### config.mk
export PLATFORM = sky130hd
export DESIGN_NAME = int_mem_port_arb
export DESIGN_NICKNAME = d
export VERILOG_FILES = /design/src/rtl/int_mem_pkg.sv /design/src/rtl/int_mem_rd_buf.sv /design/src/rtl/int_mem_rd_buf_chk.sv /design/src/rtl/int_mem_port_arb.sv
export SDC_FILE = /design/constraint.sdc
export NUM_CORES = 1
export LEC_CHECK = 0
export CORE_AREA = 3 3 247 249
export CTS_CLUSTER_DIAMETER = 100
export DETAILED_ROUTE_END_ITERATION = 12
export DIE_AREA = 0 0 250 252
export DONT_BUFFER_PORTS = 1
export PLACE_DENSITY = 0.37
export SLEW_MARGIN = 20
export SYNTH_ARGS = -nofsm -noshare
export SYNTH_HDL_FRONTEND = slang
export SYNTH_SLANG_ARGS = --single-unit
export TNS_END_PERCENT = 100
### constraint.sdc
create_clock -name ACLK -period 7.05 [get_ports ACLK]
set_input_delay 1.41 -clock ACLK [delete_from_list [all_inputs] [get_ports ACLK]]
set_output_delay 1.41 -clock ACLK [all_outputs]
set_load 0.01 [all_outputs]
### src/rtl/int_mem_pkg.sv
// Shared FSM encoding and address helpers for the internal SRAM port arbiter.
package int_mem_pkg;

  typedef enum logic [1:0] {
    IDLE     = 2'd0,
    WR_BURST = 2'd1,
    RD_BURST = 2'd2
  } arb_state_e;

  // Number of low byte-address bits that select a byte within one SRAM word.
  function automatic int byte_shift(input int data_width);
    return $clog2(data_width / 8);
  endfunction

endpackage

### src/rtl/int_mem_rd_buf.sv
// Two-entry FIFO holding SRAM read data until the read-data consumer accepts it.
module int_mem_rd_buf #(
  parameter int DATA_WIDTH = 128
) (
  input  logic                  clk_i,
  input  logic                  rst_i,
  input  logic                  push_i,
  input  logic [DATA_WIDTH-1:0] push_data_i,
  input  logic                  pop_i,
  output logic [DATA_WIDTH-1:0] head_data_o,
  output logic                  valid_o,
  output logic [1:0]            occ_o
);

  logic [DATA_WIDTH-1:0] mem_q [2];
  logic                  wr_ptr_q;
  logic                  rd_ptr_q;
  logic [1:0]            occ_q;
  logic [1:0]            occ_d;
  logic                  do_push;
  logic                  do_pop;

  assign do_pop  = pop_i && (occ_q != 2'd0);
  assign do_push = push_i && ((occ_q != 2'd2) || do_pop);

  always_comb begin
    occ_d = occ_q;
    case ({do_push, do_pop})
      2'b10:   occ_d = occ_q + 2'd1;
      2'b01:   occ_d = occ_q - 2'd1;
      default: occ_d = occ_q;
    endcase
  end

  always_ff @(posedge clk_i) begin
    if (rst_i) begin
      wr_ptr_q <= 1'b0;
      rd_ptr_q <= 1'b0;
      occ_q    <= 2'd0;
    end else begin
      occ_q <= occ_d;
      if (do_push) begin
        wr_ptr_q <= ~wr_ptr_q;
      end
      if (do_pop) begin
        rd_ptr_q <= ~rd_ptr_q;
      end
    end
  end

  // Payload storage needs no reset; occupancy qualifies it.
  always_ff @(posedge clk_i) begin
    if (do_push) begin
      mem_q[wr_ptr_q] <= push_data_i;
    end
  end

  assign head_data_o = mem_q[rd_ptr_q];
  assign valid_o     = (occ_q != 2'd0);
  assign occ_o       = occ_q;

  int_mem_rd_buf_chk u_chk (
    .clk_i (clk_i),
    .rst_i (rst_i),
    .occ_i (occ_q)
  );

endmodule

### src/rtl/int_mem_rd_buf_chk.sv
// Occupancy invariant for the read-return buffer.
module int_mem_rd_buf_chk (
  input logic       clk_i,
  input logic       rst_i,
  input logic [1:0] occ_i
);

  occ_never_over_two: assert property (@(posedge clk_i) disable iff (rst_i) occ_i <= 2'd2);

endmodule

### src/rtl/int_mem_port_arb.sv
// Round-robin, burst-granular arbiter sharing one single-port SRAM between
// the write stream and the read stream, with a 2-entry read-return buffer.
module int_mem_port_arb
  import int_mem_pkg::*;
#(
  parameter int DATA_WIDTH = 128,
  parameter int MEM_AW     = 12
) (
  input  logic                    ACLK,
  input  logic                    ARESET,
  input  logic                    WAddrValid,
  output logic                    WAddrReady,
  input  logic [31:0]             WAddrOut,
  input  logic                    WAddrLast,
  input  logic [DATA_WIDTH-1:0]   WDataIn,
  input  logic [DATA_WIDTH/8-1:0] WStrbIn,
  input  logic                    RAddrValid,
  output logic                    RAddrReady,
  input  logic [31:0]             RAddrOut,
  input  logic                    RAddrLast,
  output logic [DATA_WIDTH-1:0]   RDataOut,
  output logic                    RDataValid,
  input  logic                    RDataReady,
  output logic                    MemCs,
  output logic                    MemWe,
  output logic [MEM_AW-1:0]       MemAddr,
  output logic [DATA_WIDTH-1:0]   MemWData,
  output logic [DATA_WIDTH/8-1:0] MemWStrb,
  input  logic [DATA_WIDTH-1:0]   MemRData
);

  localparam int BYTE_SHIFT = byte_shift(DATA_WIDTH);

  arb_state_e  state_q;
  arb_state_e  state_d;
  logic        last_wr_q;
  logic        last_wr_d;
  logic        inflight_q;
  logic        rd_issue;
  logic        rd_pop;
  logic        rd_space;
  logic [1:0]  buf_occ;
  logic [2:0]  occ_sum;
  logic        unused_addr_bits;

  assign unused_addr_bits = ^{WAddrOut, RAddrOut};

  // Space counts data already buffered plus the read still in the SRAM pipe.
  assign rd_pop   = RDataValid && RDataReady;
  assign occ_sum  = {1'b0, buf_occ} + {2'b00, inflight_q} - {2'b00, rd_pop};
  assign rd_space = (occ_sum < 3'd2);

  assign MemAddr  = (state_q == RD_BURST) ? RAddrOut[BYTE_SHIFT+MEM_AW-1:BYTE_SHIFT]
                                          : WAddrOut[BYTE_SHIFT+MEM_AW-1:BYTE_SHIFT];
  assign MemWData = WDataIn;
  assign MemWStrb = WStrbIn;

  always_comb begin
    state_d    = state_q;
    last_wr_d  = last_wr_q;
    WAddrReady = 1'b0;
    RAddrReady = 1'b0;
    MemCs      = 1'b0;
    MemWe      = 1'b0;
    rd_issue   = 1'b0;
    case (state_q)
      IDLE: begin
        if (WAddrValid && (!RAddrValid || !last_wr_q)) begin
          state_d   = WR_BURST;
          last_wr_d = 1'b1;
        end else if (RAddrValid) begin
          state_d   = RD_BURST;
          last_wr_d = 1'b0;
        end else begin
          state_d   = IDLE;
        end
      end
      WR_BURST: begin
        WAddrReady = 1'b1;
        if (WAddrValid) begin
          MemCs   = 1'b1;
          MemWe   = 1'b1;
          state_d = WAddrLast ? IDLE : WR_BURST;
        end else begin
          state_d = WR_BURST;
        end
      end
      RD_BURST: begin
        RAddrReady = rd_space;
        if (RAddrValid && rd_space) begin
          MemCs    = 1'b1;
          rd_issue = 1'b1;
          state_d  = RAddrLast ? IDLE : RD_BURST;
        end else begin
          state_d  = RD_BURST;
        end
      end
      default: begin
        state_d = IDLE;
      end
    endcase
  end

  always_ff @(posedge ACLK) begin
    if (ARESET) begin
      state_q    <= IDLE;
      last_wr_q  <= 1'b0;
      inflight_q <= 1'b0;
    end else begin
      state_q    <= state_d;
      last_wr_q  <= last_wr_d;
      inflight_q <= rd_issue;
    end
  end

  int_mem_rd_buf #(
    .DATA_WIDTH (DATA_WIDTH)
  ) u_rd_buf (
    .clk_i       (ACLK),
    .rst_i       (ARESET),
    .push_i      (inflight_q),
    .push_data_i (MemRData),
    .pop_i       (rd_pop),
    .head_data_o (RDataOut),
    .valid_o     (RDataValid),
    .occ_o       (buf_occ)
  );

endmodule

== Word-level counts from Yosys, hierarchy flattened ==
Memories as Yosys holds them, arrays and structs flattened. A register that Yosys moved wholly into a read port is not among the register bits.
Index checks and enable logic that the tools add are counted.

* Bitwise operators: 3
* $lt $le $gt $ge: 1
* Equality and inequality tests: 5
* Reduce and logical (&&, ||, !) cells: 15
* Add/subtract/negate cells: 4
* Multiplexer cells: 21

{| class="wikitable"
|+ Operators by type and width
! kind !! number
|-
| $mux W1 || 13
|-
| $mux W12 || 1
|-
| $mux W2 || 4
|-
| $pmux W2 S3 || 1
|-
| $reduce_bool A2 Y1 || 3
|-
| $logic_and A1 B1 Y1 || 5
|-
| $eq A2 B1 Y1 const B || 2
|-
| $eq A2 B2 Y1 const B || 2
|-
| $pmux W2 S2 || 1
|-
| $add A2 B1 Y3 || 1
|-
| $lt A3 B2 Y1 const B || 1
|-
| $not A1 Y1 || 3
|-
| $sub A3 B1 Y3 || 1
|-
| $add A2 B1 Y2 const B || 1
|-
| $logic_not A1 Y1 || 2
|-
| $logic_not A2 Y1 || 1
|-
| $logic_or A1 B1 Y1 || 2
|-
| $ne A2 B2 Y1 const B || 1
|-
| $pmux W1 S2 || 1
|-
| $reduce_and A2 Y1 || 1
|-
| $reduce_or A2 Y1 || 1
|-
| $sub A2 B1 Y2 const B || 1
|}

* Bits in writable memories: 256
* Input port bits: 343
* Memories: 1
* Output and inout bits: 289
* Word-level logic and storage cells: 56
* Flip-flop bits (word level): 8

{| class="wikitable"
|+ Memories
! memory !! words !! bits a word !! read ports !! clocked after memory_dff !! write ports !! RTL line !! source
|-
| u_rd_buf.mem_q || 2 || 128 || 1 || 1 || 1 || int_mem_rd_buf.sv:15 || <nowiki>logic [DATA_WIDTH-1:0] mem_q [2];</nowiki>
|}

== Depth between registers and ports, before layout ==
Gate-level depths: netlist of run 1.

* Depth after elaboration: 7
* Gate-level depth with buffers: 7
* Depth with buffers taken out: 7

== Modules after synthesis ==
A second synthesis of run 1 with hierarchy kept.

* Cells, all modules: 620
* Area total of the unflattened synthesis: 11054.4 µm²

{| class="wikitable"
|+ By module, submodules not included
! module !! sequential area each (µm²) !! cells an instance !! times used !! area each (µm²)
|-
| int_mem_rd_buf || 7787.5 || 427 || 1 || 9456.6
|-
| int_mem_port_arb || 80.1 || 193 || 1 || 1597.8
|}

== Least setup slack after synthesis of run 1 ==
Ideal clock, no wire load.

* Path kind: in2reg
* From: input port RDataReady
* To: memory u_rd_buf.mem_q[0][0], enable pin
* Buffers on the path: 0
* Library setup time: 0.616 ns
* Arrival: 6.799 ns
* Stages on the path: 2
* Data required time: 6.434 ns
* Slack: -0.365 ns
* Cell sequence: o31ai_4 nor2_1

* Cells in the longest elaborated chain, start to end: 6

{| class="wikitable"
|+ RTL lines
! item !! RTL line !! source
|-
| start, declared || int_mem_port_arb.sv:23 || <nowiki>input logic RDataReady,</nowiki>
|-
| $logic_and A1 B1 Y1 || int_mem_port_arb.sv:49 || <nowiki>assign rd_pop = RDataValid && RDataReady;</nowiki>
|-
| $logic_and A1 B1 Y1 || int_mem_rd_buf.sv:23 || <nowiki>assign do_pop = pop_i && (occ_q != 2'd0);</nowiki>
|-
| $logic_or A1 B1 Y1 || int_mem_rd_buf.sv:24 || <nowiki>assign do_push = push_i && ((occ_q != 2'd2) || do_pop);</nowiki>
|-
| $logic_and A1 B1 Y1 || int_mem_rd_buf.sv:24 ||
|-
| $mux W1 || int_mem_rd_buf.sv:53 || <nowiki>if (do_push) begin</nowiki>
|-
| $mux W1 (not written as such) || int_mem_rd_buf.sv:54 || <nowiki>mem_q[wr_ptr_q] <= push_data_i;</nowiki>
|-
| end, declared || int_mem_rd_buf.sv:15 ||
|}

No other way between the ends.

== Worst setup path after layout of run 1 ==
* From: input port RDataReady
* To: output port MemCs

* Cells in the longest elaborated chain, start to end: 6

{| class="wikitable"
|+ RTL lines
! item !! RTL line !! source
|-
| $logic_and A1 B1 Y1 || int_mem_port_arb.sv:49 ||
|-
| $sub A3 B1 Y3 || int_mem_port_arb.sv:50 || <nowiki>assign occ_sum = {1'b0, buf_occ} + {2'b00, inflight_q} - {2'b00, rd_pop};</nowiki>
|-
| $lt A3 B2 Y1 || int_mem_port_arb.sv:51 || <nowiki>assign rd_space = (occ_sum < 3'd2);</nowiki>
|-
| $logic_and A1 B1 Y1 || int_mem_port_arb.sv:90 || <nowiki>if (RAddrValid && rd_space) begin</nowiki>
|-
| $mux W1 || int_mem_port_arb.sv:90 ||
|-
| $pmux W1 S2 || int_mem_port_arb.sv:66 || <nowiki>case (state_q)</nowiki>
|-
| end, declared || int_mem_port_arb.sv:24 || <nowiki>output logic MemCs,</nowiki>
|}

No other way between the ends.

==> flow_summary_export.csv, run 1 <==
group,metric,value,unit
status,outcome,"complete, no violations",
placement,place_area,10800,sq um
sta,setup_viol,0,
placement,gp_congestion,0.695,
global_route,overflow,0,
synthesis,ys_warn_count,0,
sta,fin_ws,2.43,ns
cts,clk_pin_slew,0.06,ns
floorplanning,fp-row-count,89,
drt,drtAntennaViolNets,0,
synthesis,async_flop_share,0,
drt,vias,4449,
global_route,antenna_found_initial,0,
placement,io_buffer_count,0,
worst_setup_path,critPathArrivalTime,3.21,ns
drt,drt-total-wl,22.9,mm
drt,first_pass_iters,4,
cts,h-tree-depth,1,
finish,final_common_cell,"edfxtp_1",
finish,final_cell_mix,"256 x edfxtp_1, 141 x mux2_2, 30 x clkbuf_16",
cts,clkLatencyLatePin,0.58,ns
sta,fin_crit,4.62,ns
sta,hold_viol_final,0,
synthesis,synthFlopType,"edfxtp_1",
global_route,grt_pass1_vias,4910,
synthesis,synth.distinct_cells,26,
sta,slew_viol_final,0,
cts,cts_root_buffer,"clkbuf_16",
global_route,grt_pass1_wl,32.7,mm
sta,period_share,0.655,
floorplanning,io_pins,632,
floorplanning,fp.dieH,252,um
synthesis,synth_edf_count,256,
cts,clock_path_buffers,3,
finish,drive_above_1_share,0.378,
power,power.leakage,3.50,nW
worst_setup_path,crit_type,"in -> out",
global_route,grt_max_degree,69,
worst_setup_path,worstSetupStartpointType,"input port",
worst_setup_path,crit_path_end_kind,"primary output",
cts,cts_buffers,30,
finish,diodes,0,
placement,hpwlAfterDp,16.4,mm
drt,drt_iter0_markers,158,
sta,max_slew_margin,0.380,
cts,cts_setup_buffers,0,
sta,worst_pin_slew,0.930,ns
sta,fmax,217,MHz
synthesis,syn_nets,966,
hold_path,hp-class,"reg -> reg",
drt,drc_errors,0,
floorplanning,die_w,250,um
flow_run,cap_violations,0,
power,power_density,286,nW/um^2
power,ir_drop,0.188,mV
drt,vias_per_cell,3.46,
synthesis,syn_inst,616,
cts,postCtsHoldBufs,0,
synthesis,syn_avg_cell_area,17.8,sq um
synthesis,ys_seq_elements,265,
floorplanning,core,58900,sq um
finish,stdcell_area,11700,sq um
floorplanning,fp.dieArea,63000,sq um
finish,final_nets,842,
drt,wire_per_inst,17.8,um
global_route,grt_use_total,0.0683,
cts,post_cts_resized,0,
sta,rsz0062_at_grt,"false",
finish,synthToLayoutAreaGrowth,7.24,%
worst_setup_path,crit_required,5.64,ns
synthesis,ys_seq_area_frac,0.718,
placement,place_ws,2.41,ns
floorplanning,initial_core_util,0.186,
cts,cts_tree,"built",
sta,skew,0.0233,ns
cts,clock-sinks,265,
synthesis,syn-cell-area,11000,sq um
worst_setup_path,crit_path_max_fanout,3,
## cells by family (layout without fill, tap and decap cells)
family / count (synthesis) / in the layout / synth area share
buffers and inverters: 169 / 66 / 0.109
XOR/XNOR: 4 / 4 / 0.00320
AND/OR/NAND/NOR: 19 / 19 / 0.00754
AO/OA/AOI/OAI: 11 / 11 / 0.00823
adder cells (fa/ha/maj): 7 / 7 / 0.00868
multiplexers: 141 / 141 / 0.145
flip-flops: 265 / 265 / 0.718
## metrics by stage
| step | util | power (W) | instances | hold slack (ns) | setup TNS (ns) |
|---|---|---|---|---|---|
| floorplan | - | 0.00200 | 616 | 0.470 | -93.53 |
| global placement | 0.184 | 0.00194 | 1233 | 0.487 | 0 |
| detailed placement | 0.184 | 0.00194 | 1233 | 0.510 | 0 |
| CTS | 0.199 | 0.00343 | 1286 | 0.528 | 0 |
| global route | 0.199 | 0.00351 | 1286 | 0.577 | 0 |
| finish | 0.199 | 0.00336 | 1286 | 0.531 | 0 |
## cell usage after synthesis (2+ instances only)
cell | n | area [sq um]
nand2_1 | 5 | 18.8
ha_1 | 6 | 75.1
dfxtp_1 | 9 | 180
edfxtp_1 | 256 | 7690
mux2_2 | 141 | 1590
a21oi_1 | 3 | 15.0
clkbuf_1 | 2 | 7.51
o21a_1 | 2 | 15.0
nor2_1 | 9 | 33.8
inv_1 | 8 | 30.0
buf_2 | 15 | 75.1
buf_4 | 144 | 1080
xnor2_1 | 3 | 26.3
## layout make-up
cell class                      count  area [sq um]
Clock buffer                       34           766
Fill cell                        6194         47200
Timing Repair Buffer                5          37.5
Tap cell                          773           967
Clock inverter                     19           168
Sequential cell                   265          7870
Multi-Input combinational cell    182          1910
Inverter                            8          30.0
## flip-flops by register name, summed over array words and instances (netlist names), named ones only
name / count
last_wr_q: 1
u_rd_buf.mem_q: 256
state_q: 2
u_rd_buf.rd_ptr_q: 1
u_rd_buf.occ_o: 2
inflight_q: 1
u_rd_buf.wr_ptr_q: 1
## metal layers
layer,routed length (um),up-vias,share of wire,track usage
met4,1440,0,0.063,0.0427
met2,12400,274,0.54,0.126
li1,-,1885,-,-
met1,6090,2192,0.27,0.0540
met5,0,-,0,0
met3,2990,98,0.13,0.0411
## final timing paths
check	start	end	slack, ns	depth (start not counted)
setup / recovery	RDataReady	MemCs	2.43	7
hold / removal	u_rd_buf.rd_ptr_q	u_rd_buf.rd_ptr_q	0.53	2
setup reg to reg	u_rd_buf.occ_o[1]	u_rd_buf.mem_q[1][50]	4.59	4
hold reg to reg	u_rd_buf.rd_ptr_q	u_rd_buf.rd_ptr_q	0.53	2
## critical path: stages
cell and delay (ns):
o21a_1 0.17, ha_1 0.25, nand2b_1 0.16, fa_1 0.38
xnor2_1 0.27, nand4_1 0.16, a21boi_0 0.42
## power breakdown
| part | internal [W] | leakage [nW] | total (W) | switching (W) |
|---|---|---|---|---|
| logic | 0.0000579 | 0.667 | 0.000137 | 0.0000794 |
| registers | 0.00175 | 2.38 | 0.00177 | 0.0000152 |
| clock network | 0.000850 | 0.451 | 0.00146 | 0.000612 |
Note: power is estimated with default switching activity, not from simulation.
==> run 2: changes to the inputs <==
Settings changed: PLACE_DENSITY 0.37 to 0.36.
Clock period 7.05 ns to 4.4 ns, I/O delays scaled along.
==> flow_summary_export.csv, run 2 (synthesis gave the netlist of run 1 again) <==
group,metric,value,unit
worst_setup_path,critPathArrivalTime,2.79,ns
finish,final_cell_mix,"256 x edfxtp_1, 141 x mux2_2, 31 x clkbuf_16",
cts,clock-sinks,265,
worst_setup_path,crit_type,"reg -> out",
drt,vias,4453,
finish,final_common_cell,"edfxtp_1",
cts,h-tree-depth,1,
cts,cts_tree,"built",
cts,clk_pin_slew,0.06,ns
worst_setup_path,crit_path_end_kind,"primary output",
floorplanning,fp.dieH,252,um
sta,setup_viol,0,
placement,gp_congestion,0.712,
finish,fin_util,0.201,
worst_setup_path,crit_required,3.52,ns
worst_setup_path,cp.depth,7,
global_route,grt_pass1_vias,4867,
finish,final_nets,845,
placement,hpwlAfterDp,16.7,mm
floorplanning,die_w,250,um
worst_setup_path,worstSetupStartpoint,"u_rd_buf.occ_o[0]",
finish,instances_no_fill,1291,
finish,drive_above_1_share,0.383,
global_route,grt_pass1_wl,32.9,mm
sta,hold_viol_final,0,
worst_setup_path,regToRegStartpoint,"u_rd_buf.occ_o[0]",
global_route,met2_usage,0.124,
sta,slew_viol_final,0,
global_route,grt_use_total,0.0697,
finish,synthToLayoutAreaGrowth,8.36,%
cts,cts_setup_buffers,0,
drt,drt-total-wl,23.7,mm
global_route,grt_max_degree,94,
drt,vias_per_cell,3.45,
sta,fin_crit,3.67,ns
flow_run,cap_violations,0,
power,power.leakage,3.55,nW
worst_setup_path,crit_end,"MemCs",
placement,place_inst,1235,
worst_setup_path,r2r_slack,2.23,ns
cts,cts_root_buffer,"clkbuf_16",
drt,wire_per_inst,18.3,um
worst_setup_path,worstSetupStartpointType,"flip-flop",
global_route,antenna_found_initial,2,
power,finalPower,0.00556,W
finish,largest_register,"u_rd_buf.mem_q",
drt,drc_errors,0,
placement,io_buffer_count,0,
worst_setup_path,crit_path_max_fanout,5,
status,outcome,"complete, no violations",
floorplanning,io_pins,632,
finish,fillers,6162,
finish,stdcell_area,11900,sq um
power,ir_drop,0.299,mV
hold_path,worstHoldStart,"ARESET",
sta,period_share,0.835,
power,power_density,468,nW/um^2
sta,fmax,272,MHz
global_route,grt_use_met3,0.0372,
sta,final.setup.tns,0,ns
worst_setup_path,rr_endpoint,"state_q[1]",
sta,worst_pin_slew,0.815,ns
drt,drtAntennaViolNets,0,
cts,clkLatencyLatePin,0.58,ns
floorplanning,fp-row-count,89,
cts,post_cts_resized,0,
worst_setup_path,cp_top_family,"adder cells",
drt,drt_iter0_markers,148,
worst_setup_path,slowest_stage,"dfxtp_1",
floorplanning,core,58900,sq um
global_route,overflow,0,
global_route,busiest_layer,"met2",
cts,cts_buffers,31,
drt,first_pass_iters,4,
worst_setup_path,critical-path-max-stage-delay,0.47,ns
sta,rsz0062_at_grt,"false",
cts,postCtsHoldBufs,0,
floorplanning,fp.dieArea,63000,sq um
placement,place_area,10900,sq um
worst_setup_path,path_buf_inv,0,
hold_path,hp-class,"in -> reg",
cts,clock_path_buffers,3,
worst_setup_path,r2r_cells,7,
sta,max_slew_margin,0.457,
global_route,gr-usage-met1,0.0623,
finish,largest_register_ffs,256,
sta,skew,0.0185,ns
floorplanning,initial_core_util,0.186,
worst_setup_path,path_cells,"o21a_1, ha_1, nand2b_1, fa_1, xnor2_1, nand4_1, a21boi_0",
-- run 2: how the worst min path moves through the flow --
stage | slack, ns | cells after the start | to
after global placement | 0.48 | 1 | last_wr_q
after CTS | 0.32 | 1 | flip-flop
after detailed placement | 0.50 | 2 | flip-flop
after floorplan | 0.47 | 1 | last_wr_q
final | 0.38 | 1 | flip-flop
after global routing | 0.34 | 0 | u_rd_buf.mem_q[1][96]
-- run 2: cell type report --
class | instances | area [sq um] | share of cell area
multi-input cells | 182 | 1910 | 0.161
diodes | 1 | 2.50 | 0.000211
well taps | 773 | 967 | 0.0815
repair buffers | 7 | 90.1 | 0.00759
inverters | 8 | 30.0 | 0.00253
clock buffers | 35 | 791 | 0.0666
flip-flops and latches | 265 | 7870 | 0.663
clock inverters | 20 | 210 | 0.0177
-- run 2: routing by layer --
metal | routed length (um) | share of wire | vias to the layer above
met2 | 12300 | 0.52 | 274
li1 | - | - | 1898
met4 | 1230 | 0.052 | 2
met1 | 7220 | 0.30 | 2192
met3 | 2920 | 0.12 | 87
met5 | 13 | 0.00055 | -
-- run 2: where the power goes --
group	switching (W)	internal (W)
logic	0.000128	0.0000959
registers	0.0000239	0.00280
clock network	0.000989	0.00151
total	0.00114	0.00441
-- run 2: through the flow --
step	hold WS (ns)	worst slack [ns]
2_1_floorplan	0.470	-0.320
3_3_place_gp	0.484	0.894
3_5_place_dp	0.496	0.902
4_1_cts	0.324	0.643
5_1_grt	0.340	0.444
6_report	0.382	0.726
==> run 3: changes to the inputs <==
Clock period 4.4 ns to 3.6 ns, I/O delays scaled along.
==> flow_summary_export.csv, run 3 (synthesis gave the netlist of run 1 again) <==
group,metric,value,unit
global_route,grt_use_total,0.0709,
worst_setup_path,regToRegStartpoint,"u_rd_buf.occ_o[0]",
cts,h-tree-depth,1,
power,power_density,565,nW/um^2
finish,final_cell_mix,"256 x edfxtp_1, 141 x mux2_2, 30 x clkbuf_16",
drt,drt_iter0_markers,213,
floorplanning,io_pins,632,
placement,place_inst,1232,
sta,fin_ws,0.189,ns
flow_run,cap_violations,0,
hold_path,hp-class,"in -> reg",
placement,hpwlAfterDp,16.2,mm
floorplanning,fp-row-count,89,
worst_setup_path,crit_required,2.88,ns
drt,drc_errors,0,
global_route,overflow,0,
worst_setup_path,worstSetupStartpoint,"u_rd_buf.occ_o[0]",
cts,post_cts_resized,1,
drt,vias,4453,
placement,gp_congestion,0.707,
status,outcome,"complete, no violations",
worst_setup_path,critPathArrivalTime,2.69,ns
sta,max_slew_margin,0.457,
finish,drive_above_1_share,0.373,
sta,fin_crit,3.41,ns
drt,drtAntennaViolNets,0,
finish,final_common_cell,"edfxtp_1",
finish,instances_no_fill,1284,
global_route,grt_pass1_wl,33.5,mm
sta,setup_viol,0,
drt,drt-total-wl,23.8,mm
power,ir_drop,0.336,mV
cts,cts_buffers,30,
drt,wire_per_inst,18.6,um
worst_setup_path,crit_path_end_kind,"primary output",
floorplanning,die_w,250,um
global_route,antenna_found_initial,2,
floorplanning,initial_core_util,0.186,
worst_setup_path,crit_type,"reg -> out",
sta,slew_viol_final,0,
finish,largest_register_ffs,256,
sta,hold_viol_final,0,
finish,synthToLayoutAreaGrowth,7.78,%
sta,worst_pin_slew,0.814,ns
sta,skew,0.0282,ns
hold_path,worstHoldStart,"ARESET",
floorplanning,core,58900,sq um
global_route,grt_pass1_vias,4874,
floorplanning,fp.dieArea,63000,sq um
drt,vias_per_cell,3.47,
cts,clock_path_buffers,3,
cts,clkLatencyLatePin,0.57,ns
sta,fmax,293,MHz
cts,postCtsHoldBufs,0,
floorplanning,fp.dieH,252,um
cts,cts_root_buffer,"clkbuf_16",
placement,io_buffer_count,0,
cts,clock-sinks,265,
global_route,grt_max_degree,129,
worst_setup_path,worstSetupStartpointType,"flip-flop",
drt,first_pass_iters,5,
power,finalPower,0.00666,W
cts,cts_tree,"built",
sta,period_share,0.947,
finish,final_nets,841,
worst_setup_path,crit_path_max_fanout,5,
finish,largest_register,"u_rd_buf.mem_q",
placement,place_ws,0.429,ns
power,power.leakage,3.51,nW
cts,cts_setup_buffers,0,
sta,rsz0062_at_grt,"false",
cts,clk_pin_slew,0.06,ns
run 3: final cells by class:
cell class	count	area [sq um]
Timing Repair Buffer	4	80.1
Tap cell	773	967
Clock inverter	15	170
Fill cell	6194	47100
Clock buffer	35	769
Sequential cell	265	7870
Inverter	8	30.0
Antenna cell	2	5.00
Multi-Input combinational cell	182	1910
run 3: per-stage QoR:
stage | util | TNS [ns] | instance area (sq um) | hold slack [ns]
after floorplan | - | -245.64 | 11000 | 0.470
after global placement | 0.184 | 0 | 10900 | 0.484
after detailed placement | 0.184 | 0 | 10900 | 0.515
after CTS | 0.200 | 0 | 11800 | 0.139
after global routing | 0.200 | 0 | 11800 | 0.154
final | 0.200 | 0 | 11800 | 0.204
run 3: where the power goes:
part | total, W | leakage (nW) | internal [W] | switching (W)
Sequential | 0.00345 | 2.38 | 0.00343 | 0.0000238
Combinational | 0.000281 | 0.673 | 0.000118 | 0.000163
Clock | 0.00293 | 0.453 | 0.00173 | 0.00120
Total | 0.00666 | 3.51 | 0.00528 | 0.00139
run 3: metal layers:
metal / global-route usage / up-vias / routed length (um)
li1: - / 1890 / -
met1: 0.0606 / 2193 / 6890
met2: 0.127 / 279 / 12400
met3: 0.0423 / 89 / 3110
met4: 0.0414 / 2 / 1400
met5: 0.00150 / - / 13
run 3: path summary, 6_finish.rpt:
path	endpoint	depth (start not counted)	slack, ns
worst min register to register	flip-flop	2	0.52
worst max register to register	state_q[1]	7	1.42
worst min-delay path	u_rd_buf.occ_o[1]	1	0.20
worst max-delay path	MemCs	7	0.19
run 3: critical path, cell delays in order, from the launching register on:
cell and delay [ns]:
dfxtp_1 0.46, o21a_1 0.21, ha_1 0.24, nand2b_1 0.16
fa_1 0.38, xnor2_1 0.23, nand4_1 0.18, a21boi_2 0.25
